<file path="src/rtl/apb_master.sv">
// apb_master: command/response to APB initiator with wait-state, slave-error and timeout handling
module apb_master #(
  parameter int ADDR_W  = 12,
  parameter int DATA_W  = 32,
  parameter int TIMEOUT = 16
) (
  input  logic                sys_clk,
  input  logic                sys_rst,
  input  logic                cmd_valid,
  output logic                cmd_ready,
  input  logic                cmd_write,
  input  logic [ADDR_W-1:0]   cmd_addr,
  input  logic [DATA_W-1:0]   cmd_wdata,
  input  logic [DATA_W/8-1:0] cmd_strb,
  output logic                rsp_valid,
  output logic [DATA_W-1:0]   rsp_rdata,
  output logic                rsp_err,
  output logic                rsp_timeout,
  output logic                busy,
  output logic                tim_psel,
  output logic                tim_penable,
  output logic                tim_pwrite,
  output logic [ADDR_W-1:0]   tim_paddr,
  output logic [DATA_W-1:0]   tim_pwdata,
  output logic [DATA_W/8-1:0] tim_pstrb,
  input  logic [DATA_W-1:0]   tim_prdata,
  input  logic                tim_pready,
  input  logic                tim_pslverr
);
  localparam int CW = TIMEOUT > 0 ? $clog2(TIMEOUT + 1) : 1;
  localparam logic [CW-1:0] LAST = CW'(TIMEOUT > 0 ? TIMEOUT - 1 : 0);
  typedef enum logic [1:0] {IDLE, SETUP, ACCESS} state_t;
  state_t state, state_n;
  logic [CW-1:0] wait_cnt;
  logic accept, done, abort;
  assign cmd_ready   = state == IDLE;
  assign busy        = state != IDLE;
  assign tim_psel    = state != IDLE;
  assign tim_penable = state == ACCESS;
  always_comb begin
    accept  = cmd_valid && state == IDLE;
    done    = state == ACCESS && tim_pready;
    abort   = state == ACCESS && !tim_pready && TIMEOUT != 0 && wait_cnt == LAST;
    state_n = accept ? SETUP : state == SETUP ? ACCESS : (done || abort) ? IDLE : state;
  end
  always_ff @(posedge sys_clk) begin
    if (sys_rst) begin
      state       <= IDLE;
      wait_cnt    <= '0;
      tim_pwrite  <= 1'b0;
      tim_paddr   <= '0;
      tim_pwdata  <= '0;
      tim_pstrb   <= '0;
      rsp_valid   <= 1'b0;
      rsp_rdata   <= '0;
      rsp_err     <= 1'b0;
      rsp_timeout <= 1'b0;
    end else begin
      state     <= state_n;
      rsp_valid <= done || abort;
      wait_cnt  <= state == SETUP ? '0 : state == ACCESS ? wait_cnt + CW'(1) : wait_cnt;
      if (accept) begin
        tim_pwrite <= cmd_write;
        tim_paddr  <= cmd_addr;
        tim_pwdata <= cmd_wdata;
        tim_pstrb  <= cmd_write ? cmd_strb : '0;
      end
      if (done) begin
        rsp_rdata   <= tim_pwrite ? '0 : tim_prdata;
        rsp_err     <= tim_pslverr;
        rsp_timeout <= 1'b0;
      end else if (abort) begin
        rsp_rdata   <= '0;
        rsp_err     <= 1'b1;
        rsp_timeout <= 1'b1;
      end
    end
  end
endmodule

</file>
<file path="config.mk">
export PLATFORM = sky130hd
export DESIGN_NAME = apb_master
export DESIGN_NICKNAME = d
export VERILOG_FILES = /design/src/rtl/apb_master.sv
export SDC_FILE = /design/constraint.sdc
export NUM_CORES = 1
export LEC_CHECK = 0
export CORE_ASPECT_RATIO = 1.25
export CORE_MARGIN = 4
export CORE_UTILIZATION = 41
export DETAILED_ROUTE_END_ITERATION = 12
export HOLD_SLACK_MARGIN = 0.08
export PLACE_DENSITY = 0.84
export SKIP_LAST_GASP = 1
export SLEW_MARGIN = 20
export SYNTH_ARGS = -nofsm -noshare
export SYNTH_HDL_FRONTEND = slang
export SYNTH_SLANG_ARGS = --single-unit
export TNS_END_PERCENT = 1
</file>
<file path="constraint.sdc">
create_clock -name sys_clk -period 3.1 [get_ports sys_clk]
set_clock_uncertainty 0.1 [all_clocks]
set_input_delay 0.31 -clock sys_clk [delete_from_list [all_inputs] [get_ports sys_clk]]
set_output_delay 0.31 -clock sys_clk [all_outputs]
set_load 0.02 [all_outputs]
</file>
==> flow_metrics.env, run 1 <==
export IMPL_outcome="completed"
export IMPL_detailed_place_hpwl_um=6910
export IMPL_seq_area_mm2=0.00182
export IMPL_fin_crit_sh=0.790
export IMPL_io_buffers=173
export IMPL_slew_headroom=0.435
export IMPL_rsz0062_at_grt="false"
export IMPL_ctsResizeCount=0
export IMPL_numCtsBuffers=9
export IMPL_regToRegEndpoint="rsp_rdata[12]"
export IMPL_ant_nets=0
export IMPL_critPathMaxStageDelay_ns=0.68
export IMPL_setup_tns_final_ns=0
export IMPL_ys_flop_type="dfxtp_1"
export IMPL_arrival_ns=2.04
export IMPL_clockRootBuffer="clkbuf_8"
export IMPL_tightestPinTransition_ns=0.846
export IMPL_ff2ff_setup_slack_ns=0.70
export IMPL_cap_violations=0
export IMPL_hp_class="in -> reg"
export IMPL_syn_area_mm2=0.00317
export IMPL_p_per_area_mw_per_mm2=505
export IMPL_worstPathRequired_ns=2.69
export IMPL_rows=35
export IMPL_slew_violations=0
export IMPL_area_growth_pct=61.2
export IMPL_cts_num_sinks=91
export IMPL_num_vias=2988
export IMPL_grt_first_pass_wirelength_um=14300
export IMPL_synth_warning_count=0
export IMPL_crit_start="state[1]"
export IMPL_clkTransAtPathRegs_ns=0.09
export IMPL_grt_start_max_net_pins=43
export IMPL_grt_overflow_total=0
export IMPL_clock_fmax_mhz=409
export IMPL_fin_nets=591
export IMPL_avgSynthCellArea_um2=9.27
export IMPL_fin_crit_ns=2.45
export IMPL_drt_iter0_drc=120
export IMPL_postCtsSetupRepairBufs=0
export IMPL_initial_core_util=0.426
export IMPL_cp_start_kind="flop"
export IMPL_path_max_fanout=11
export IMPL_r2r_start="wait_cnt[0]"
export IMPL_detail_route_wl_per_cell_um=15.6
export IMPL_r2r_cells=6
export IMPL_drt_wl_total_um=9380
export IMPL_crit_end="tim_penable"
export IMPL_seq_area_frac_synth=0.575
export IMPL_path_cells="and2b_1 -> clkdlybuf4s50_1"
export IMPL_multi_input_area_mm2=0.00119
export IMPL_fillerInstances=554
export IMPL_postSynthCellCount=342
export IMPL_clk_insertion_delay_late_ns=0.35
export IMPL_crit_type="reg -> out"
export IMPL_core_area_mm2=0.00744
export IMPL_diodes=0
export IMPL_synth_fp_nets=430
export IMPL_grt_pass1_vias=2900
export IMPL_first_pass_iters=4
export IMPL_drt_vias_per_instance=4.98
export IMPL_cpMaxStageDelayCell="clkdlybuf4s50_1"
export IMPL_synth_edff_count=0
export IMPL_dieWidth_um=86.7
export IMPL_postCtsHoldBufs=0
export IMPL_clk_path_buf_depth=2
export IMPL_setup_violations=0
export IMPL_p_leak_uw=0.00190
export IMPL_io_pins=174
export IMPL_drcViolationCount=0
export IMPL_cts_tree="yes"
export IMPL_fin_hold_ws_ns=0.236
export IMPL_final_hold_viol_count=0
export IMPL_synth_seq_cells=91
export IMPL_dieArea_mm2=0.00921
export IMPL_crit_path_end_kind="primary output"
export IMPL_peakVddDrop_uv=343
export IMPL_htree_levels=3
export IMPL_antenna_found_initial=0
export IMPL_die_y_um=106
export IMPL_grtUsageTotal=0.196
export IMPL_gp_congestion=0.756
export IMPL_drive_gt1_frac=0.0512
export IMPL_synth_cell_type_count=29
export IMPL_async_flop_share=0
==> report_power, final <==
group / leakage, uW / total, uW / internal [uW] / switching, uW
combinational: 0.00106 / 477 / 249 / 228
sequential: 0.000742 / 1270 / 1230 / 37.6
clock: 0.0000999 / 835 / 388 / 447
total: 0.00190 / 2580 / 1870 / 713
==> per-stage QoR <==
step / cells / power [uW] / worst slack (ns) / instance area [um2] / util
final: 600 / 2580 / 0.652 / 5110 / 0.687
after detailed placement: 583 / 1770 / 0.715 / 4890 / 0.657
after global placement: 583 / 1760 / 0.836 / 4890 / 0.657
after CTS: 599 / 2600 / 0.655 / 5100 / 0.685
after global routing: 600 / 2690 / 0.543 / 5110 / 0.687
after floorplan: 342 / 1520 / 1.26 / 3170 / -
==> flip-flops by register name, indices dropped and copies added (netlist names), 2 cells and up <==
name,cells
tim_paddr,12
tim_pstrb,4
wait_cnt,5
rsp_rdata,32
state,2
tim_pwdata,32
==> metal layers <==
metal / part of all wire / GRT usage
met1: 0.37 / 0.210
met2: 0.52 / 0.350
met3: 0.061 / 0.0488
met4: 0.042 / 0.0980
met5: 0 / 0
==> worst max-delay path: cells and delay by family, from the launching register on <==
| kind | cells | cell delay (ns) |
|---|---|---|
| buffers and inverters | 1 | 0.68 |
| AND/OR/NAND/NOR | 1 | 0.41 |
| flip-flops | 1 | 0.60 |
==> cells by family after synthesis <==
family	after synthesis	share of synthesized area
multiplexers	1	0.00316
adder cells (fa/ha/maj)	2	0.00789
XOR/XNOR	1	0.00276
buffers and inverters	30	0.0541
AND/OR/NAND/NOR	125	0.167
AO/OA/AOI/OAI	92	0.190
flip-flops	91	0.575
==> cell usage in the layout, fill, tap and decap left out <==
master             n
a211oi_1           2
a21oi_1           52
a21oi_4            1
a22o_1            32
a2bb2oi_1          1
a31oi_1            2
and2_1             2
and2b_1            1
and3_1             1
buf_2              1
buf_4              4
buf_6              1
bufinv_16          1
clkbuf_8           9
clkdlybuf4s50_1  172
clkinv_4           1
clkinvlp_4         2
dfxtp_1           91
ha_1               2
inv_1              2
inv_6              1
inv_8              2
mux2i_1            1
nand2_1           98
nand2b_1           1
nand3_1            6
nand3b_1           3
nor2_1             7
nor3_1             1
nor3_4             1
nor3b_4            1
o21ai_0            2
or2_2              1
or3b_1             2
xor2_1             1
==> cell usage after synthesis (2+ instances only) <==
cell,number,share of area
a21oi_1,52,0.082
dfxtp_1,91,0.57
ha_1,2,0.0079
nand2_1,98,0.12
clkbuf_1,8,0.0095
and2_1,2,0.0039
or3b_1,2,0.0055
a31oi_1,2,0.0039
buf_6,3,0.011
a211oi_1,2,0.0047
inv_1,2,0.0024
buf_2,11,0.017
o21ai_0,2,0.0032
nor2_1,7,0.0083
buf_4,6,0.014
nand3b_1,3,0.0071
nand3_1,6,0.0095
a22o_1,32,0.088
==> final cells by class <==
type                            instances  share of cell area
Multi-Input combinational cell        221               0.233
Clock buffer                            9              0.0242
Tap cell                               92              0.0225
Clock inverter                          7              0.0166
Inverter                                2             0.00147
Sequential cell                        91               0.356
Timing Repair Buffer                  178               0.346
==> worst min-delay path by stage <==
| stage | from | endpoint | cells after the start |
|---|---|---|---|
| floorplan | tim_pready | rsp_timeout | 1 |
| global placement | tim_pstrb[1] | tim_pstrb[1] | 2 |
| detailed placement | tim_pwdata[23] | tim_pwdata[23] | 2 |
| CTS | sys_rst | rsp_valid | 2 |
| global route | sys_rst | rsp_valid | 2 |
| finish | sys_rst | rsp_valid | 2 |
Note: power is estimated with default switching activity, not from simulation.
==> run 2, diff against run 1 <==
CORE_UTILIZATION = 35   (was 41)
PLACE_DENSITY = 0.77   (was 0.84)
clock period = 2.1 ns   (was 3.1 ns; I/O delays follow)
==> run 2 against run 1 <==
Effect of this change:
- setup slack worse by 0.52 ns
- register-to-register slack worse by 0.57 ns
- sequential share of layout area is 0.80 points lower
- largest cell class unchanged
==> flow_metrics.env, run 2 (same netlist as run 1, synthesis figures left out) <==
export IMPL_outcome="completed"
export IMPL_grt_overflow_total=0
export IMPL_drt_iter0_drc=102
export IMPL_r2r_cells=7
export IMPL_crit_buf_inv=1
export IMPL_io_pins=174
export IMPL_regToRegEndpoint="rsp_rdata[11]"
export IMPL_grtUsageTotal=0.171
export IMPL_peakVddDrop_uv=388
export IMPL_ff2ff_setup_slack_ns=0.13
export IMPL_ant_nets=0
export IMPL_fin_crit_sh=0.938
export IMPL_grt_pass1_vias=2977
export IMPL_die_y_um=114
export IMPL_min_from="sys_rst"
export IMPL_final_area_mm2=0.00524
export IMPL_final_cell_mix="clkdlybuf4s50_1, nand2_1, dfxtp_1, a21oi_1, a22o_1"
export IMPL_rsz0062_at_grt="true"
export IMPL_path_max_fanout=33
export IMPL_detail_route_wl_per_cell_um=14.8
export IMPL_grt_start_max_net_pins=35
export IMPL_worstPathRequired_ns=2.29
export IMPL_setup_violations=0
export IMPL_diodes=0
export IMPL_hp_class="in -> reg"
export IMPL_clockRootBuffer="clkbuf_8"
export IMPL_cpMaxStageDelayCell="dfxtp_1"
export IMPL_fin_hold_ws_ns=0.276
export IMPL_initial_core_util=0.362
export IMPL_crit_type="reg -> reg"
export IMPL_drive_gt1_frac=0.0605
export IMPL_p_per_area_mw_per_mm2=765
export IMPL_layout_cells_most_common="clkdlybuf4s50_1"
export IMPL_io_buffers=173
export IMPL_dieWidth_um=93.1
export IMPL_path_cells="ha_1 -> and3_1 -> ha_1 -> or2_2 -> a21oi_4 -> buf_12 -> a22o_1"
export IMPL_min_to="state[0]"
export IMPL_min_path_cells=3
export IMPL_reg_largest_list="rsp_rdata x32, tim_pwdata x32, tim_paddr x12"
export IMPL_fin_crit_ns=1.97
export IMPL_core_area_mm2=0.00875
export IMPL_first_pass_iters=4
export IMPL_drt_wl_total_um=9330
export IMPL_area_growth_pct=65.1
export IMPL_grt_first_pass_wirelength_um=14500
export IMPL_drcViolationCount=0
export IMPL_clk_path_buf_depth=2
export IMPL_tightestPinTransition_ns=0.346
export IMPL_crit_path_end_kind="flop"
export IMPL_dieArea_mm2=0.0107
export IMPL_critPathMostFrequentCell="ha_1"
export IMPL_detailed_place_hpwl_um=6910
export IMPL_cts_tree="yes"
export IMPL_cp_start_kind="flop"
export IMPL_arrival_ns=2.16
export IMPL_gp_congestion=0.776
export IMPL_fin_nets=595
export IMPL_dpl_cell_area_mm2=0.00499
export IMPL_htree_levels=3
export IMPL_rows=38
export IMPL_slew_headroom=0.769
export IMPL_p_leak_uw=0.00196
export IMPL_antenna_found_initial=0
export IMPL_clock_fmax_mhz=508
export IMPL_slew_violations=0
export IMPL_drt_vias_per_instance=4.80
export IMPL_numCtsBuffers=9
export IMPL_num_vias=3034
export IMPL_cts_num_sinks=91
export IMPL_cp_top_family="simple AND/OR/NAND/NOR gates"
export IMPL_clk_insertion_delay_late_ns=0.34
export IMPL_cap_violations=0
export IMPL_postCtsHoldBufs=0
export IMPL_final_hold_viol_count=0
export IMPL_r2r_start="wait_cnt[0]"
export IMPL_critPathMaxStageDelay_ns=0.35
export IMPL_clkTransAtPathRegs_ns=0.08
-- run 2: cell count changes in the layout (fill, tap and decap cells not counted), moves of 2 or more --
cell,before,now
buf_4,4,7
buf_12,0,2
bufinv_16,1,3
clkinv_2,0,2
clkinvlp_4,2,0
dfxtp_1,91,89
dfxtp_2,0,2
inv_8,2,0
-- run 2: final cells by class --
cell class | instances | area [um2]
clock buffers | 11 | 141
repair buffers | 182 | 1820
flip-flops and latches | 91 | 1820
well taps | 120 | 150
inverters | 2 | 7.51
multi-input cells | 221 | 1190
fillers | 788 | 3510
clock inverters | 5 | 100
-- run 2: metrics by stage --
stage / util / worst slack (ns) / power, uW / setup TNS (ns) / std cells
2_1_floorplan: - / 0.258 / 2240 / 0 / 342
5_1_grt: 0.598 / -0.0121 / 4190 / -0.0121 / 632
6_report: 0.598 / 0.131 / 4000 / 0 / 632
4_1_cts: 0.598 / 0.0620 / 4060 / 0 / 632
3_3_place_gp: 0.570 / 0.212 / 2620 / 0 / 616
3_5_place_dp: 0.570 / 0.157 / 2640 / 0 / 616
-- run 2: where the power goes --
group / internal (uW) / switching [uW]
registers: 1810 / 56.9
clock network: 820 / 591
logic: 379 / 342
-- run 2: worst min-delay path, stage by stage --
cell    delay (ns)
buf_2         0.12
buf_4         0.23
nor2_1        0.12
-- run 2: worst max-delay path by stage --
| stage | start | endpoint | depth (start not counted) |
|---|---|---|---|
| 2_1_floorplan | wait_cnt[0] | state[1] | 7 |
| 3_3_place_gp | wait_cnt[0] | rsp_rdata[10] | 7 |
| 3_5_place_dp | wait_cnt[0] | rsp_rdata[1] | 7 |
| 4_1_cts | state[1] | busy | 3 |
| 5_1_grt | state[1] | cmd_ready | 2 |
| 6_report | wait_cnt[0] | rsp_rdata[11] | 7 |
-- run 2: metal layers --
metal / up-vias / routed length [um] / track usage / share of wire
li1: 1486 / - / - / -
met3: 20 / 794 / 0.0533 / 0.085
met4: 0 / 250 / 0.0860 / 0.027
met2: 125 / 4610 / 0.291 / 0.49
met5: - / 0 / 0 / 0
met1: 1403 / 3670 / 0.193 / 0.39
-- run 2: repair_timing --
action	4_1_cts	5_1_grt
setup buffers	0	0
setup endpoints to repair	3	2
resized for setup	2	1
==> run 3, diff against run 2 <==
ABC_AREA = 1   (was not set)
CORE_UTILIZATION = 36   (was 35)
PLACE_DENSITY = 0.76   (was 0.77)
==> run 3 against run 2 <==
Effect of this change:
- clock power rose by 12%
- non-clock buffer count fell by 2
- final cell count rose by 22%
- fmax fell by 2.9%
- critical path type is now reg -> out
- largest cell class unchanged
- largest power group unchanged
==> flow_metrics.env, run 3 <==
export IMPL_crit_path_end_kind="primary output"
export IMPL_fin_nets=726
export IMPL_final_cells=769
export IMPL_drcViolationCount=0
export IMPL_ant_nets=0
export IMPL_r2r_start="state[0]"
export IMPL_ctsResizeCount=0
export IMPL_initial_core_util=0.367
export IMPL_fillerInstances=868
export IMPL_synth_edff_count=0
export IMPL_peakVddDrop_uv=452
export IMPL_postSynthCellCount=476
export IMPL_p_per_area_mw_per_mm2=779
export IMPL_clk_insertion_delay_late_ns=0.33
export IMPL_diodes=0
export IMPL_grtUsageTotal=0.172
export IMPL_slew_violations=0
export IMPL_rows=40
export IMPL_grt_pass1_vias=3261
export IMPL_grt_start_max_net_pins=46
export IMPL_cts_tree="yes"
export IMPL_synth_warning_count=0
export IMPL_place_inst=752
export IMPL_r2r_cells=5
export IMPL_setup_violations=0
export IMPL_die_y_um=119
export IMPL_drt_vias_per_instance=4.51
export IMPL_rsz0062_at_grt="true"
export IMPL_synth_cell_type_count=22
export IMPL_grt_overflow_total=0
export IMPL_p_total_uw=4370
export IMPL_io_pins=174
export IMPL_layout_cells_most_common="clkdlybuf4s50_1"
export IMPL_fin_crit_sh=0.966
export IMPL_synth_top_area_cell="dfxtp_1"
export IMPL_dieArea_mm2=0.0115
export IMPL_ys_flop_type="dfxtp_1"
export IMPL_htree_levels=3
export IMPL_final_area_mm2=0.00560
export IMPL_multi_input_area_mm2=0.00138
export IMPL_fin_crit_ns=2.03
export IMPL_regToRegEndpoint="tim_pwrite"
export IMPL_crit_type="reg -> out"
export IMPL_synth_area_top_cells="dfxtp_1, nor2_1, nand2_1, o21ai_0, a21oi_1"
export IMPL_syn_area_mm2=0.00353
export IMPL_first_pass_iters=4
export IMPL_clkTransAtPathRegs_ns=0.06
export IMPL_seq_area_frac_synth=0.516
export IMPL_crit_start="state[1]"
export IMPL_cp_start_kind="flop"
export IMPL_clk_path_buf_depth=2
export IMPL_num_vias=3465
export IMPL_antenna_found_initial=0
export IMPL_crit_end="tim_penable"
export IMPL_dieWidth_um=96.6
export IMPL_detailed_place_hpwl_um=7380
export IMPL_final_cell_mix="clkdlybuf4s50_1, nor2_1, dfxtp_1, nand2_1, o21ai_0"
export IMPL_cap_violations=0
export IMPL_dpl_cell_area_mm2=0.00530
export IMPL_wl_met3_um=1160
export IMPL_setup_tns_final_ns=0
export IMPL_outcome="completed"
export IMPL_worstPathRequired_ns=1.79
export IMPL_ff2ff_setup_slack_ns=0.38
export IMPL_clock_fmax_mhz=493
export IMPL_final_hold_viol_count=0
export IMPL_gp_congestion=0.739
export IMPL_slew_headroom=0.711
export IMPL_drt_iter0_drc=160
export IMPL_reg_largest_list="rsp_rdata x32, tim_pwdata x32, tim_paddr x12"
export IMPL_wl_met1_um=3860
export IMPL_p_leak_uw=0.00223
export IMPL_grt_first_pass_wirelength_um=15500
export IMPL_drive_gt1_frac=0.0482
export IMPL_cts_num_sinks=91
export IMPL_tightestPinTransition_ns=0.434
export IMPL_clockRootBuffer="clkbuf_16"
export IMPL_async_flop_share=0
export IMPL_avgSynthCellArea_um2=7.42
export IMPL_area_growth_pct=58.7
export IMPL_synth_seq_cells=91
export IMPL_io_buffers=173
export IMPL_seq_area_mm2=0.00182
export IMPL_hp_class="in -> reg"
export IMPL_yosys_top_cells_count="nor2_1, dfxtp_1, nand2_1, o21ai_0, a21oi_1"
export IMPL_drt_wl_total_um=10000
export IMPL_path_max_fanout=8
export IMPL_synth_most_common_cell="nor2_1"
export IMPL_detail_route_wl_per_cell_um=13.0
export IMPL_arrival_ns=1.72
export IMPL_core_area_mm2=0.00961
export IMPL_routed_top_layer="met4"
export IMPL_synth_fp_nets=564
export IMPL_wl_met2_um=4850
export IMPL_synth_top_area_share=0.516
export IMPL_numCtsBuffers=9
run 3: final cells by class:
type,instances,share of cell area
multi-input combinational,314,0.245
clock inverter,6,0.0116
tap,126,0.0281
sequential,91,0.325
inverter,42,0.0286
clock buffer,10,0.0409
timing repair buffer,180,0.320
run 3: metal layers:
metal  GRT usage  vias to the layer above
met5           0                        -
li1            -                     1801
met2       0.300                      135
met3      0.0713                       14
met1       0.185                     1515
met4      0.0544                        0
run 3: logic make-up (layout without fill, tap and decap cells):
group	Yosys count	in the layout	share of synthesized area
xor gates and xnor gates	1	1	0.00248
buffers and inverters	71	238	0.0946
and+or+nand+nor	221	221	0.248
adders and majority gates	2	2	0.00709
AOI/OAI and AO/OA	90	90	0.131
DFF	91	91	0.516
run 3: power breakdown:
group          switching, uW  internal [uW]
Clock                    655            924
Sequential              62.7           1840
Combinational            449            434
Total                   1170           3200
run 3: worst min path at each step:
stage	slack [ns]	end	cells after the start	startpoint
finish	0.35	tim_pstrb[3]	3	cmd_strb[3]
floorplan	0.25	tim_pwrite	2	cmd_write
CTS	0.34	tim_pstrb[3]	3	cmd_strb[3]
global route	0.36	tim_pstrb[3]	3	cmd_strb[3]
detailed placement	0.35	rsp_rdata[1]	2	rsp_rdata[1]
global placement	0.35	rsp_rdata[3]	2	rsp_rdata[3]
run 3: timing repair:
item                       in CTS  in global routing
setup endpoints to repair       0                  3
hold buffers                    1                  0
hold endpoints to repair        3                  0
buffers inserted                0                  0
run 3: metrics by stage:
step,hold WS (ns),util,setup slack (ns)
2_1_floorplan,0.253,-,0.602
3_5_place_dp,0.353,0.551,0.243
6_report,0.354,0.583,0.0717
5_1_grt,0.358,0.583,-0.0164
3_3_place_gp,0.347,0.551,0.288
4_1_cts,0.345,0.583,0.0325
run 3: worst max-delay path, stage by stage (launching register included):
cell and delay [ns]:
dfxtp_1 0.45, inv_2 0.08, nor2_4 0.20, clkdlybuf4s50_1 0.65
==> patch 1: new RTL, settings of run 3 <==
Make the reset (`sys_rst`) asynchronous in one clocked block.
--- a/src/rtl/apb_master.sv
+++ b/src/rtl/apb_master.sv
@@ -45,3 +45,3 @@
   end
-  always_ff @(posedge sys_clk) begin
+  always_ff @(posedge sys_clk or posedge sys_rst) begin
     if (sys_rst) begin
Check against the original RTL: differs if sys_rst is asserted again (counterexample within 4 cycles, from zero or initial values and one cycle with sys_rst high); with sys_rst held inactive, the same outputs for 10 cycles.
==> patch 1 against run 3 <==
Wire length decreased by 3.4%; worst setup slack improved by 36 ps; sequential cell count stayed put; fmax rose by 1.8%; final area is 2.9% higher; synthesized area rose by 3.2%.
Power is not compared: it rests on default switching activity, and its combinational part moved more than twofold at a synthesized area within 25%.
==> patch 1: results (changes against run 3) <==
.. list-table::
   :header-rows: 1

   * - Metric
     - Value
   * - Global-route usage over all layers
     - 16.4% (-0.76 points)
   * - Net count after synthesis
     - 497 (-12%)
   * - Detailed Route Iter0 Violations
     - 76 (-53%)
   * - Number of nets in the layout
     - 665 (-8.4%)
   * - Layout cell share with drive strength beyond 1
     - 4.33% (-0.50 points)
   * - Crit path max fanout
     - 3 (-5)
   * - Worst hold-check path type
     - in2async
   * - Ranking of synthesized cells by instance count
     - 220 x sky130_fd_sc_hd__nand2_1, 91 x sky130_fd_sc_hd__dfrtp_1, 33 x sky130_fd_sc_hd__nand3_1, 12 x sky130_fd_sc_hd__buf_2, 11 x sky130_fd_sc_hd__inv_1
   * - CP top delay family
     - buffers and inverters
   * - Final Wtd Congestion
     - 0.789 (+6.8%)
   * - Wire length of the first global-routing pass
     - 15.8 mm (+2.1%)
   * - Worst hold-check slack
     - 235 ps (-120 ps)
   * - Detailed-route wire length per cell
     - 13.7 µm (+5.5%)
   * - Worst slew pin tran
     - 502 ps (+67.9 ps)
   * - Final worst path period share
     - 94.9% (-1.7 points)
   * - Syn avg cell area
     - 8.97 µm² (+21%)
   * - Number of global-route vias before repair
     - 3350 (+2.7%)
   * - Placement-stage worst setup slack
     - 392 ps (+149 ps)
   * - Biggest cell delay along the critical path
     - 610 ps (-40 ps)
   * - Initial antenna violation count
     - 0 (unchanged)
   * - Number of distinct library cells after synthesis
     - 16 (-27%)
   * - Antenna diode instance count
     - 0 (unchanged)
   * - Post-placement cell area
     - 0.00543 mm² (+2.5%)
   * - Vias after detailed routing
     - 3237 (-6.6%)
   * - Fill cell total of the finished layout
     - 852 (-1.8%)
   * - Pin count of the biggest net entering global routing
     - 92 (+100%)
   * - Worst EP arrival
     - 1680 ps (-40 ps)
   * - Number of warnings printed during yosys synthesis
     - 0 (unchanged)
   * - Post-synthesis async set-or-reset flop share
     - 100% (+100 points)
   * - Reg2reg path depth
     - 9 (+4)
   * - Result of the run
     - complete, no violations
   * - Number of iterations in the first detailed-routing pass
     - 6 (+2)
   * - Main area contributors after synthesis
     - sky130_fd_sc_hd__dfrtp_1 63%, sky130_fd_sc_hd__nand2_1 23%, sky130_fd_sc_hd__nand3_1 4.5%, sky130_fd_sc_hd__buf_6 2.2%, sky130_fd_sc_hd__ha_1 1.7%
   * - Clk root buf
     - sky130_fd_sc_hd__clkbuf_16
   * - Post-DP HPWL
     - 7.05 mm (-4.5%)
   * - Number of placed cells counting well taps
     - 689 (-8.4%)
   * - Share of synthesized area occupied by flip-flops and latches
     - 62.5% (+11 points)
   * - Slowest library cell on the worst path
     - sky130_fd_sc_hd__clkdlybuf4s50_1
   * - Core utilization of the finished layout
     - 59.1% (+0.76 points)
   * - Post-Layout Cell Count
     - 704 (-8.5%)
==> patch 1: cell count changes after synthesis, sizes merged, moves of 3 or more <==
cell | run 3 | this run
nand2 | 81 | 223
nor2 | 132 | 9
dfrtp | 0 | 91
dfxtp | 91 | 0
o21ai | 47 | 7
a21oi | 42 | 3
nand3 | 3 | 33
inv | 42 | 14
clkbuf | 17 | 0
buf | 12 | 20
nand4 | 4 | 0
ha | 2 | 5
==> patch 1: cell families after synthesis <==
| logic type | synth area share [%] |
|---|---|
| buffers and inverters | 5.60 |
| AND/OR/NAND/NOR | 28.6 |
| adder cells (fa/ha/maj) | 1.72 |
| flip-flops | 62.5 |
| AO/OA/AOI/OAI | 1.55 |
==> patch 1: tightest hold or removal path: cells and delay by family <==
kind	cells	cell delay, ps
buffers and inverters	3	900
==> patch 1: metal layers <==
metal,GRT usage [%],vias to the layer above,routed length (µm)
li1,-,1583,-
met1,19.3,1501,3950
met2,27.6,138,4660
met3,6.58,15,919
met4,5.19,0,144
met5,0,-,0
==> patch 1: final cells by class <==
class	count	share of cell area [%]
flip-flops and latches	91	39.5
repair buffers	177	30.8
multi-input cells	281	20.2
clock buffers	10	3.97
well taps	126	2.73
clock inverters	5	1.78
inverters	14	1.06
==> patch 1: path summary, 6_finish.rpt <==
check                           endpoint    startpoint
setup / recovery                    busy      state[0]
hold / removal             rsp_rdata[20]       sys_rst
setup reg to reg           rsp_rdata[30]   wait_cnt[0]
hold reg to reg             rsp_rdata[2]  rsp_rdata[2]
max in group asynchronous  rsp_rdata[24]       sys_rst
min in group sys_clk       tim_pwdata[2]  cmd_wdata[2]
==> patch 2: new RTL, settings of run 3 <==
Made on the original files. Change the parameter `ADDR_W` from 12 to 13.
--- a/src/rtl/apb_master.sv
+++ b/src/rtl/apb_master.sv
@@ -2,3 +2,3 @@
 module apb_master #(
-  parameter int ADDR_W  = 12,
+  parameter int ADDR_W  = 13,
   parameter int DATA_W  = 32,
Interface: changed (resized cmd_addr and tim_paddr); port bits go from 174 to 176. No check against the original RTL was run, so the function may have changed too.
==> patch 2 against run 3 <==
Critical path depth unchanged; total power up 7.7%; wire length up 1.7%; worst setup slack better by 58 ps; sequential cell count up 1; synthesized area up 0.82%; non-clock buffer count up 3; count of clock-buffer cells in the layout unchanged; clock power up 19%; final area up 2.2%; fmax up 3.0%; critical path type unchanged.
==> patch 2: results (changes against run 3) <==
.. list-table::
   :header-rows: 1

   * - Metric
     - Value
   * - Vias after detailed routing
     - 3589 (+3.6%)
   * - Detailed Route Iter0 Violations
     - 120 (-25%)
   * - Worst hold-check slack
     - 358 ps (+3.77 ps)
   * - Fill cell total of the finished layout
     - 886 (+2.1%)
   * - Main area contributors after synthesis
     - sky130_fd_sc_hd__dfxtp_1 52%, sky130_fd_sc_hd__nor2_1 13%, sky130_fd_sc_hd__nand2_1 8.6%, sky130_fd_sc_hd__o21ai_0 6.7%, sky130_fd_sc_hd__a21oi_1 6.0%
   * - Capture point of the worst reg-to-reg path
     - rsp_rdata[12]
   * - Reg2reg path depth
     - 8 (+3)
   * - Sum of met3 wire segment lengths after detailed routing
     - 931 µm (-20%)
   * - Layout cell share with drive strength beyond 1
     - 5.05% (+0.23 points)
   * - Net count after synthesis
     - 573 (+1.6%)
   * - Depth of the worst hold-timing path
     - 2 (-1)
   * - Number of nets in the layout
     - 737 (+1.5%)
   * - Number of placed cells counting well taps
     - 763 (+1.5%)
   * - Met1 Routed Length
     - 4.40 mm (+14%)
   * - Worst slew pin tran
     - 554 ps (+120 ps)
   * - Pin count of the biggest net entering global routing
     - 47 (+2.2%)
   * - Wire length of the first global-routing pass
     - 16.4 mm (+6.1%)
   * - Global-route usage over all layers
     - 17.4% (+0.19 points)
   * - Switching fraction of total power
     - 25.4% (-1.3 points)
   * - Worst hold-check path type
     - reg2reg
   * - Multi-input combinational cell area
     - 0.00138 mm² (+0.45%)
   * - Final worst path period share
     - 93.8% (-2.8 points)
   * - Via count normalized by instance count
     - 4.61 (+2.2%)
   * - Termination of the worst setup path
     - tim_psel
   * - Result of the run
     - complete, no violations
patch 2: changes by cell type in the layout (fill, tap and decap cells not counted), sizes merged, moves of 2 or more:
| cell | before | now |
|---|---|---|
| nor2 | 132 | 130 |
| bufinv | 1 | 3 |
| nand2 | 81 | 84 |
| clkdlybuf4s50 | 172 | 175 |
| o21ai | 47 | 49 |
| clkinv | 3 | 1 |
| inv | 43 | 46 |
patch 2: area by class of cell:
| class | count | area share (%) |
|---|---|---|
| Clock buffer | 10 | 4.17 |
| Clock inverter | 6 | 2.03 |
| Timing Repair Buffer | 183 | 31.8 |
| Tap cell | 126 | 2.75 |
| Inverter | 44 | 2.93 |
| Multi-Input combinational cell | 318 | 24.1 |
| Sequential cell | 92 | 32.2 |
patch 2: kinds of logic after synthesis:
group                    Yosys count  synth area share [%]
adder cells (fa/ha/maj)            2                 0.703
buffers and inverters             74                  9.46
AND/OR/NAND/NOR                  224                  25.1
flip-flops                        92                  51.7
AO/OA/AOI/OAI                     92                  13.0
